### src/rtl/csr_perf_counters_pkg.sv
// Shared types and constants for the performance-counter CSR unit.
//   csr_op_e      : CSR access kind (read only, write, bit-set, bit-clear)
//   CSR_* addrs   : base addresses of the machine and user counter windows
//   CNT_* indices : counter slot numbers; mcountinhibit uses the same bit positions
//   csr_merge()   : combines the old CSR value with the operand for a given op
package csr_perf_counters_pkg;

  typedef enum logic [1:0] {
    CSR_OP_NONE  = 2'd0,
    CSR_OP_WRITE = 2'd1,
    CSR_OP_SET   = 2'd2,
    CSR_OP_CLEAR = 2'd3
  } csr_op_e;

  // Window bases: bits [4:0] select the counter slot, bit 7 selects the high half.
  localparam logic [11:0] CSR_MCYCLE        = 12'hB00;
  localparam logic [11:0] CSR_CYCLE         = 12'hC00;
  localparam logic [11:0] CSR_MCOUNTINHIBIT = 12'h320;
  localparam int          CSR_HI_BIT        = 7;

  // Counter slot indices; slot 1 (time) belongs to the timer block, so it is unmapped here.
  localparam int CNT_CY  = 0;
  localparam int CNT_TM  = 1;
  localparam int CNT_IR  = 2;
  localparam int CNT_HPM = 3;

  function automatic logic [31:0] csr_merge(csr_op_e op, logic [31:0] old_val,
                                            logic [31:0] wdata);
    logic [31:0] res;
    res = old_val;
    case (op)
      CSR_OP_WRITE: res = wdata;
      CSR_OP_SET:   res = old_val | wdata;
      CSR_OP_CLEAR: res = old_val & ~wdata;
      default:      res = old_val;
    endcase
    return res;
  endfunction

endpackage

### src/rtl/csr_perf_counters_if.sv
// CSR access bus between the EX-stage CSR path (master) and the counter unit (slave).
//   csr_req/csr_addr/csr_op/csr_wdata : request, driven by master
//   rd_valid/rd_data/illegal          : registered response, driven by slave
interface csr_perf_counters_if;
  import csr_perf_counters_pkg::*;

  logic        csr_req;
  logic [11:0] csr_addr;
  csr_op_e     csr_op;
  logic [31:0] csr_wdata;
  logic        rd_valid;
  logic [31:0] rd_data;
  logic        illegal;

  modport master (output csr_req, csr_addr, csr_op, csr_wdata,
                  input  rd_valid, rd_data, illegal);
  modport slave  (input  csr_req, csr_addr, csr_op, csr_wdata,
                  output rd_valid, rd_data, illegal);
endinterface

### src/rtl/csr_perf_counters_counter.sv
// One CNT_WIDTH-bit performance counter.
//   clk, rst : clock, asynchronous active-high reset
//   inc      : amount added this cycle when not inhibited
//   inhibit  : freeze the counter
//   wr_lo    : replace bits [31:0] with wdata
//   wr_hi    : replace bits [CNT_WIDTH-1:32] with the low bits of wdata
//   value    : current count
// A write to either half suppresses that cycle's increment.
module csr_perf_counters_counter #(
  parameter int CNT_WIDTH = 64
) (
  input  logic                 clk,
  input  logic                 rst,
  input  logic [CNT_WIDTH-1:0] inc,
  input  logic                 inhibit,
  input  logic                 wr_lo,
  input  logic                 wr_hi,
  input  logic [31:0]          wdata,
  output logic [CNT_WIDTH-1:0] value
);

  logic [CNT_WIDTH-1:0] cnt_q, cnt_d;

  // NOTE: cnt_d gets a default first so every path assigns it and no latch is inferred.
  always_comb begin
    cnt_d = cnt_q;
    if (wr_lo) begin
      cnt_d[31:0] = wdata;
    end else if (wr_hi) begin
      cnt_d[CNT_WIDTH-1:32] = wdata[CNT_WIDTH-33:0];
    end else if (!inhibit) begin
      cnt_d = cnt_q + inc;
    end
  end

  // NOTE: state updates use non-blocking assignments so all flops sample together.
  always_ff @(posedge clk or posedge rst) begin
    if (rst) begin
      cnt_q <= '0;
    end else begin
      cnt_q <= cnt_d;
    end
  end

  assign value = cnt_q;

endmodule

### src/rtl/csr_perf_counters.sv
// Performance-counter CSR unit: mcycle, minstret, NUM_HPM mhpmcounters, mcountinhibit.
//   clk, rst   : clock, asynchronous active-high reset
//   bus        : CSR request / registered response (slave side)
//   retire_cnt : instructions retired this cycle (minstret increment)
//   hpm_event  : one-cycle event pulses, bit i advances mhpmcounter(3+i)
// Reads return the value before this cycle's write/increment, one cycle later.
// User aliases (Cxx) are read-only; any modifying op to them faults.
module csr_perf_counters
  import csr_perf_counters_pkg::*;
#(
  parameter int CNT_WIDTH = 64,
  parameter int NUM_HPM   = 4,
  parameter int RETIRE_W  = 2
) (
  input  logic                clk,
  input  logic                rst,
  csr_perf_counters_if.slave  bus,
  input  logic [RETIRE_W-1:0] retire_cnt,
  input  logic [NUM_HPM-1:0]  hpm_event
);

  // Writable mcountinhibit bits: CY, IR and one per implemented HPM counter.
  localparam logic [31:0] INH_MASK =
    32'((64'd1 << CNT_CY) | (64'd1 << CNT_IR) | (((64'd1 << NUM_HPM) - 64'd1) << CNT_HPM));

  logic [4:0]           idx;
  logic                 hi, m_blk, u_blk, is_inh, legal, wr_en;
  logic [31:0]          old_val, new_val;
  logic [CNT_WIDTH-1:0] cnt_val [32];

  logic [31:0] inhibit_q, inhibit_d;
  logic        rd_valid_q, rd_valid_d;
  logic [31:0] rd_data_q, rd_data_d;
  logic        illegal_q, illegal_d;

  // Address decode and op merge.
  always_comb begin
    idx     = bus.csr_addr[4:0];
    hi      = bus.csr_addr[CSR_HI_BIT];
    m_blk   = (bus.csr_addr[11:8] == CSR_MCYCLE[11:8]) && (bus.csr_addr[6:5] == 2'b00);
    u_blk   = (bus.csr_addr[11:8] == CSR_CYCLE[11:8])  && (bus.csr_addr[6:5] == 2'b00);
    is_inh  = (bus.csr_addr == CSR_MCOUNTINHIBIT);
    legal   = is_inh
           || (m_blk && (idx != 5'(CNT_TM)))
           || (u_blk && (idx != 5'(CNT_TM)) && (bus.csr_op == CSR_OP_NONE));
    old_val = is_inh ? inhibit_q
            : hi     ? 32'(cnt_val[idx] >> 32)
                     : cnt_val[idx][31:0];
    new_val = csr_merge(bus.csr_op, old_val, bus.csr_wdata);
    // SET/CLEAR with a zero operand is a pure read and must not stall counting.
    wr_en   = bus.csr_req && legal && !u_blk
           && ((bus.csr_op == CSR_OP_WRITE)
               || ((bus.csr_op != CSR_OP_NONE) && (bus.csr_wdata != 32'd0)));
  end

  // Inhibit register and registered read response.
  always_comb begin
    inhibit_d  = (wr_en && is_inh) ? (new_val & INH_MASK) : inhibit_q;
    rd_valid_d = bus.csr_req;
    illegal_d  = bus.csr_req && !legal;
    rd_data_d  = bus.csr_req ? (legal ? old_val : 32'd0) : rd_data_q;
  end

  always_ff @(posedge clk or posedge rst) begin
    if (rst) begin
      inhibit_q  <= '0;
      rd_valid_q <= 1'b0;
      rd_data_q  <= '0;
      illegal_q  <= 1'b0;
    end else begin
      inhibit_q  <= inhibit_d;
      rd_valid_q <= rd_valid_d;
      rd_data_q  <= rd_data_d;
      illegal_q  <= illegal_d;
    end
  end

  assign bus.rd_valid = rd_valid_q;
  assign bus.rd_data  = rd_data_q;
  assign bus.illegal  = illegal_q;

  // Counter slots; unimplemented slots read as zero.
  for (genvar i = 0; i < 32; i++) begin : g_cnt
    if (i == CNT_CY || i == CNT_IR || (i >= CNT_HPM && i < CNT_HPM + NUM_HPM)) begin : g_impl
      logic [CNT_WIDTH-1:0] inc;
      if (i == CNT_CY) begin : g_cy
        assign inc = CNT_WIDTH'(1);
      end else if (i == CNT_IR) begin : g_ir
        assign inc = CNT_WIDTH'(retire_cnt);
      end else begin : g_hpm
        assign inc = CNT_WIDTH'(hpm_event[i-CNT_HPM]);
      end

      csr_perf_counters_counter #(.CNT_WIDTH(CNT_WIDTH)) u_cnt (
        .clk     (clk),
        .rst     (rst),
        .inc     (inc),
        .inhibit (inhibit_q[i]),
        .wr_lo   (wr_en && m_blk && !hi && (idx == 5'(i))),
        .wr_hi   (wr_en && m_blk &&  hi && (idx == 5'(i))),
        .wdata   (new_val),
        .value   (cnt_val[i])
      );
    end else begin : g_none
      assign cnt_val[i] = '0;
    end
  end

endmodule

### src/flat_wrapper.sv
// flat-port wrapper written by rule: the top's interface ports become plain ports
module csr_perf_counters_flat import csr_perf_counters_pkg::*;
#(
  parameter int CNT_WIDTH = 64,
  parameter int NUM_HPM   = 4,
  parameter int RETIRE_W  = 2
)
  (clk, rst, retire_cnt, hpm_event, bus_csr_req, bus_csr_addr, bus_csr_op, bus_csr_wdata, bus_rd_valid, bus_rd_data, bus_illegal);
  csr_perf_counters_if bus_i ();
  input  logic clk;
  input  logic rst;
  input  logic [RETIRE_W-1:0] retire_cnt;
  input  logic [NUM_HPM-1:0] hpm_event;
  input wire logic [$bits(bus_i.csr_req)-1:0] bus_csr_req;
  input wire logic [$bits(bus_i.csr_addr)-1:0] bus_csr_addr;
  input wire logic [$bits(bus_i.csr_op)-1:0] bus_csr_op;
  input wire logic [$bits(bus_i.csr_wdata)-1:0] bus_csr_wdata;
  output wire logic [$bits(bus_i.rd_valid)-1:0] bus_rd_valid;
  output wire logic [$bits(bus_i.rd_data)-1:0] bus_rd_data;
  output wire logic [$bits(bus_i.illegal)-1:0] bus_illegal;
  assign bus_i.csr_req = bus_csr_req;
  assign bus_i.csr_addr = bus_csr_addr;
  assign bus_i.csr_op = bus_csr_op;
  assign bus_i.csr_wdata = bus_csr_wdata;
  assign bus_rd_valid = bus_i.rd_valid;
  assign bus_rd_data = bus_i.rd_data;
  assign bus_illegal = bus_i.illegal;
  csr_perf_counters #(.CNT_WIDTH(CNT_WIDTH), .NUM_HPM(NUM_HPM), .RETIRE_W(RETIRE_W)) u_core (.clk(clk), .rst(rst), .bus(bus_i), .retire_cnt(retire_cnt), .hpm_event(hpm_event));
endmodule
### config.mk
export PLATFORM = sky130hd
export DESIGN_NAME = csr_perf_counters_flat
export DESIGN_NICKNAME = d
export VERILOG_FILES = /design/src/rtl/csr_perf_counters_pkg.sv /design/src/rtl/csr_perf_counters_if.sv /design/src/rtl/csr_perf_counters_counter.sv /design/src/rtl/csr_perf_counters.sv /design/src/flat_wrapper.sv
export SDC_FILE = /design/constraint.sdc
export NUM_CORES = 2
export LEC_CHECK = 0
export CORE_MARGIN = 3
export CORE_UTILIZATION = 58
export DETAILED_ROUTE_END_ITERATION = 10
export PLACE_DENSITY = 0.87
export SKIP_CTS_REPAIR_TIMING = 1
export SLEW_MARGIN = 20
export SYNTH_ARGS = -nofsm -noshare
export SYNTH_HDL_FRONTEND = slang
export SYNTH_SLANG_ARGS = --single-unit
### constraint.sdc
create_clock -name clk -period 14.25 [get_ports clk]
set_clock_uncertainty 0.2 [all_clocks]
set_input_delay 1.425 -clock clk [delete_from_list [all_inputs] [get_ports clk]]
set_output_delay 1.425 -clock clk [all_outputs]
set_load 0.03 [all_outputs]
==> impl_metrics.json <==
{
  "area_growth_pct": 10.33,
  "clk_pin_slew_ns": 0.06,
  "crit_type": "in2reg",
  "fmax_mhz": 169.8,
  "rrSetupSlack_ns": 10.12,
  "worstPathRequired_ns": 14.53,
  "syn_area_sq_mm": 0.03201,
  "fin_setup_tns_ns": 0,
  "via_count": 38395,
  "hold_class": "reg2reg",
  "dr.pass1.iters": 11,
  "clk-insertion-delay-late_ns": 0.64,
  "cts_root_buffer": "clkbuf_16",
  "wl_um": 160900,
  "fin_cells": 4690,
  "ys.flop_type": "dfrtp_1",
  "synth_top_area_cell": "dfrtp_1",
  "pwr-share-comb_pct": 16.5,
  "fp.coreArea_sq_mm": 0.05424,
  "fin_nets": 4018,
  "hold_viol": 0,
  "worst_setup_path_end_kind": "flop",
  "via_per_inst": 8.187,
  "drive_gt1_share_pct": 9.260,
  "grt_pass1_vias": 33263,
  "setup_viol": 0,
  "hold_ws_ns": 0.2861,
  "start_kind": "input pin",
  "finalCriticalPeriod_ns": 5.891,
  "synth_cell_types": 87,
  "vdd_drop_max_uv": 102.2,
  "grt_pass1_wl_um": 228600,
  "wl_per_cell_um": 34.30,
  "p_int_mw": 2.182,
  "status": "finished, violations left",
  "synth-seq-area-share_pct": 33.14,
  "power_frac_seq_pct": 43.0,
  "cts.path.max_buffers": 3,
  "cts_htree_levels": 2,
  "power.share.clock_pct": 40.5,
  "worstMarginPinSlew_ns": 1.430,
  "start_util_pct": 59.02,
  "p_switching_mw": 1.102,
  "numCtsBuffers": 50,
  "swShare_pct": 33.55,
  "crit_fanout": 113,
  "cts_sinks": 424,
  "die_x_um": 240.9,
  "gp_congestion": 1.169,
  "rsz0062_at_grt": "no",
  "synth_common_cells": "o21ai_0, dfrtp_1, a21oi_1, nand2_1, clkbuf_1",
  "drt_iter0_markers": 8574,
  "syn_area_per_cell_sq_um": 7.945,
  "die_h_um": 240.9,
  "fp.dieArea_sq_mm": 0.05805,
  "power_leakage_nw": 13.02,
  "synthArstFlopShare_pct": 100.0,
  "synthCells": 4029,
  "yosysMostFrequentCell": "o21ai_0",
  "overflow": 0,
  "worstPathArrival_ns": 6.17,
  "drcViolationCount": 2,
  "synth_warnings": 0,
  "io_buffers": 88,
  "fillers": 4624,
  "gr-usage-all-layers_pct": 53.49,
  "place_hpwl_um": 111300,
  "relSlewSlack_pct": 4.697,
  "syn_nets": 4096,
  "rows": 85,
  "powerDensity_mw_per_mm2": 92.96,
  "failed_checks": "DRC",
  "synth.area.top_cells": "dfrtp_1, o21ai_0, a21oi_1",
  "ios": 89,
  "maxCapViolCount": 0,
  "grt_max_degree": 125,
  "slew_violations": 0,
  "postRouteAntennaNets": 0,
  "cts_tree": "yes",
  "synth_edf_count": 0,
  "antenna_found_initial": 14,
  "fin_crit_sh_pct": 41.34,
  "ys_seq_elements": 424,
  "dp.cells": 4594,
  "yosysTopAreaCellShare_pct": 33.14
}
[layout by cell type (no fill, tap or decap), types with 109 or more instances in the layout]
cell type / Yosys / final
o21ai_0: 450 / 445
dfrtp_1: 424 / 424
a21oi_1: 340 / 338
nand2_1: 326 / 326
nor2_1: 230 / 228
nand3_1: 213 / 213
nand4_1: 157 / 157
buf_4: 6 / 115
nor3_1: 119 / 114
mux2i_1: 109 / 109
[path summary, 6_finish.rpt]
| path | endpoint | cells after the start | startpoint |
|---|---|---|---|
| worst max-delay path | u_core.g_cnt[4].g_impl.u_cnt.value[30]$_DFFE_PP0P_ | 10 | bus_csr_addr[1] |
| worst min-delay path | u_core.bus.rd_data[3]$_DFFE_PP0P_ | 1 | u_core.bus.rd_data[3]$_DFFE_PP0P_ |
| worst max register to register | u_core.g_cnt[2].g_impl.u_cnt.value[62]$_DFFE_PP0P_ | 10 | u_core.g_cnt[2].g_impl.u_cnt.value[0]$_DFFE_PP0P_ |
| worst min register to register | u_core.bus.rd_data[3]$_DFFE_PP0P_ | 1 | u_core.bus.rd_data[3]$_DFFE_PP0P_ |
| max in group asynchronous | u_core.g_cnt[4].g_impl.u_cnt.value[1]$_DFFE_PP0P_ | 4 | rst |
| min in group asynchronous | u_core.g_cnt[3].g_impl.u_cnt.value[51]$_DFFE_PP0P_ | 2 | rst |
[state kept, by name, summed over array words and instances (netlist names)]
name                             count
u_core.inhibit_q                     6
u_core.bus.illegal                   1
u_core.bus.rd_valid                  1
u_core.bus.rd_data                  32
u_core.g_cnt.g_impl.u_cnt.value    384
[critical path, cell delays in order]
cell      delay [ns]
clkbuf_8        0.64
buf_4           0.70
buf_4           0.63
mux2_2          0.41
a222oi_1        0.39
o22ai_1         0.26
o211a_1         0.27
a221oi_2        0.78
buf_4           0.41
o21ai_0         0.14
[cells by family after synthesis]
group,count (synthesis),share of synthesized area (%)
compound gates,1412,28.13
xor+xnor,2,0.05473
fa+ha+maj,12,0.4925
buf+inv,415,5.234
flops,424,33.14
mux,151,4.886
simple gates,1613,28.06
[layout make-up]
class	instances	area [sq um]	area share (%)
antenna	9	22.52	0.06377
clock buffer	66	1423	4.028
timing repair buffer	203	1748	4.949
multi-input combinational	3190	20140	57.02
clock inverter	20	191.4	0.5420
sequential	424	10610	30.04
tap	696	870.8	2.466
inverter	82	315.3	0.8928
[power groups by stage]
stage                     Clock [mW]  Sequential, mW  Combinational [mW]
final                           1.33            1.41               0.543
after global routing            1.36            1.41               0.552
after CTS                       1.31            1.40               0.496
after detailed placement           0            1.42               0.494
after global placement             0            1.42               0.486
after floorplan                    0            1.35               0.309
[routing by layer]
layer  vias to the layer above  global-route usage, %  share of wire, %
met2                      4042                  67.88                36
met4                        14                  36.70               9.4
met1                     17866                  68.15                34
li1                      15459                      -                 -
met3                      1014                  29.51                20
met5                         -                  1.720              0.12
[through the flow]
step	util, %	worst slack, ns	cell area [sq um]	power (mW)
floorplan	-	0.8201	32010	1.657
global placement	62.05	8.080	33650	1.903
detailed placement	62.06	8.014	33660	1.913
CTS	65.04	8.638	35280	3.200
global route	65.08	8.320	35300	3.324
finish	65.11	8.359	35320	3.283
(Power assumes the default switching activity.)
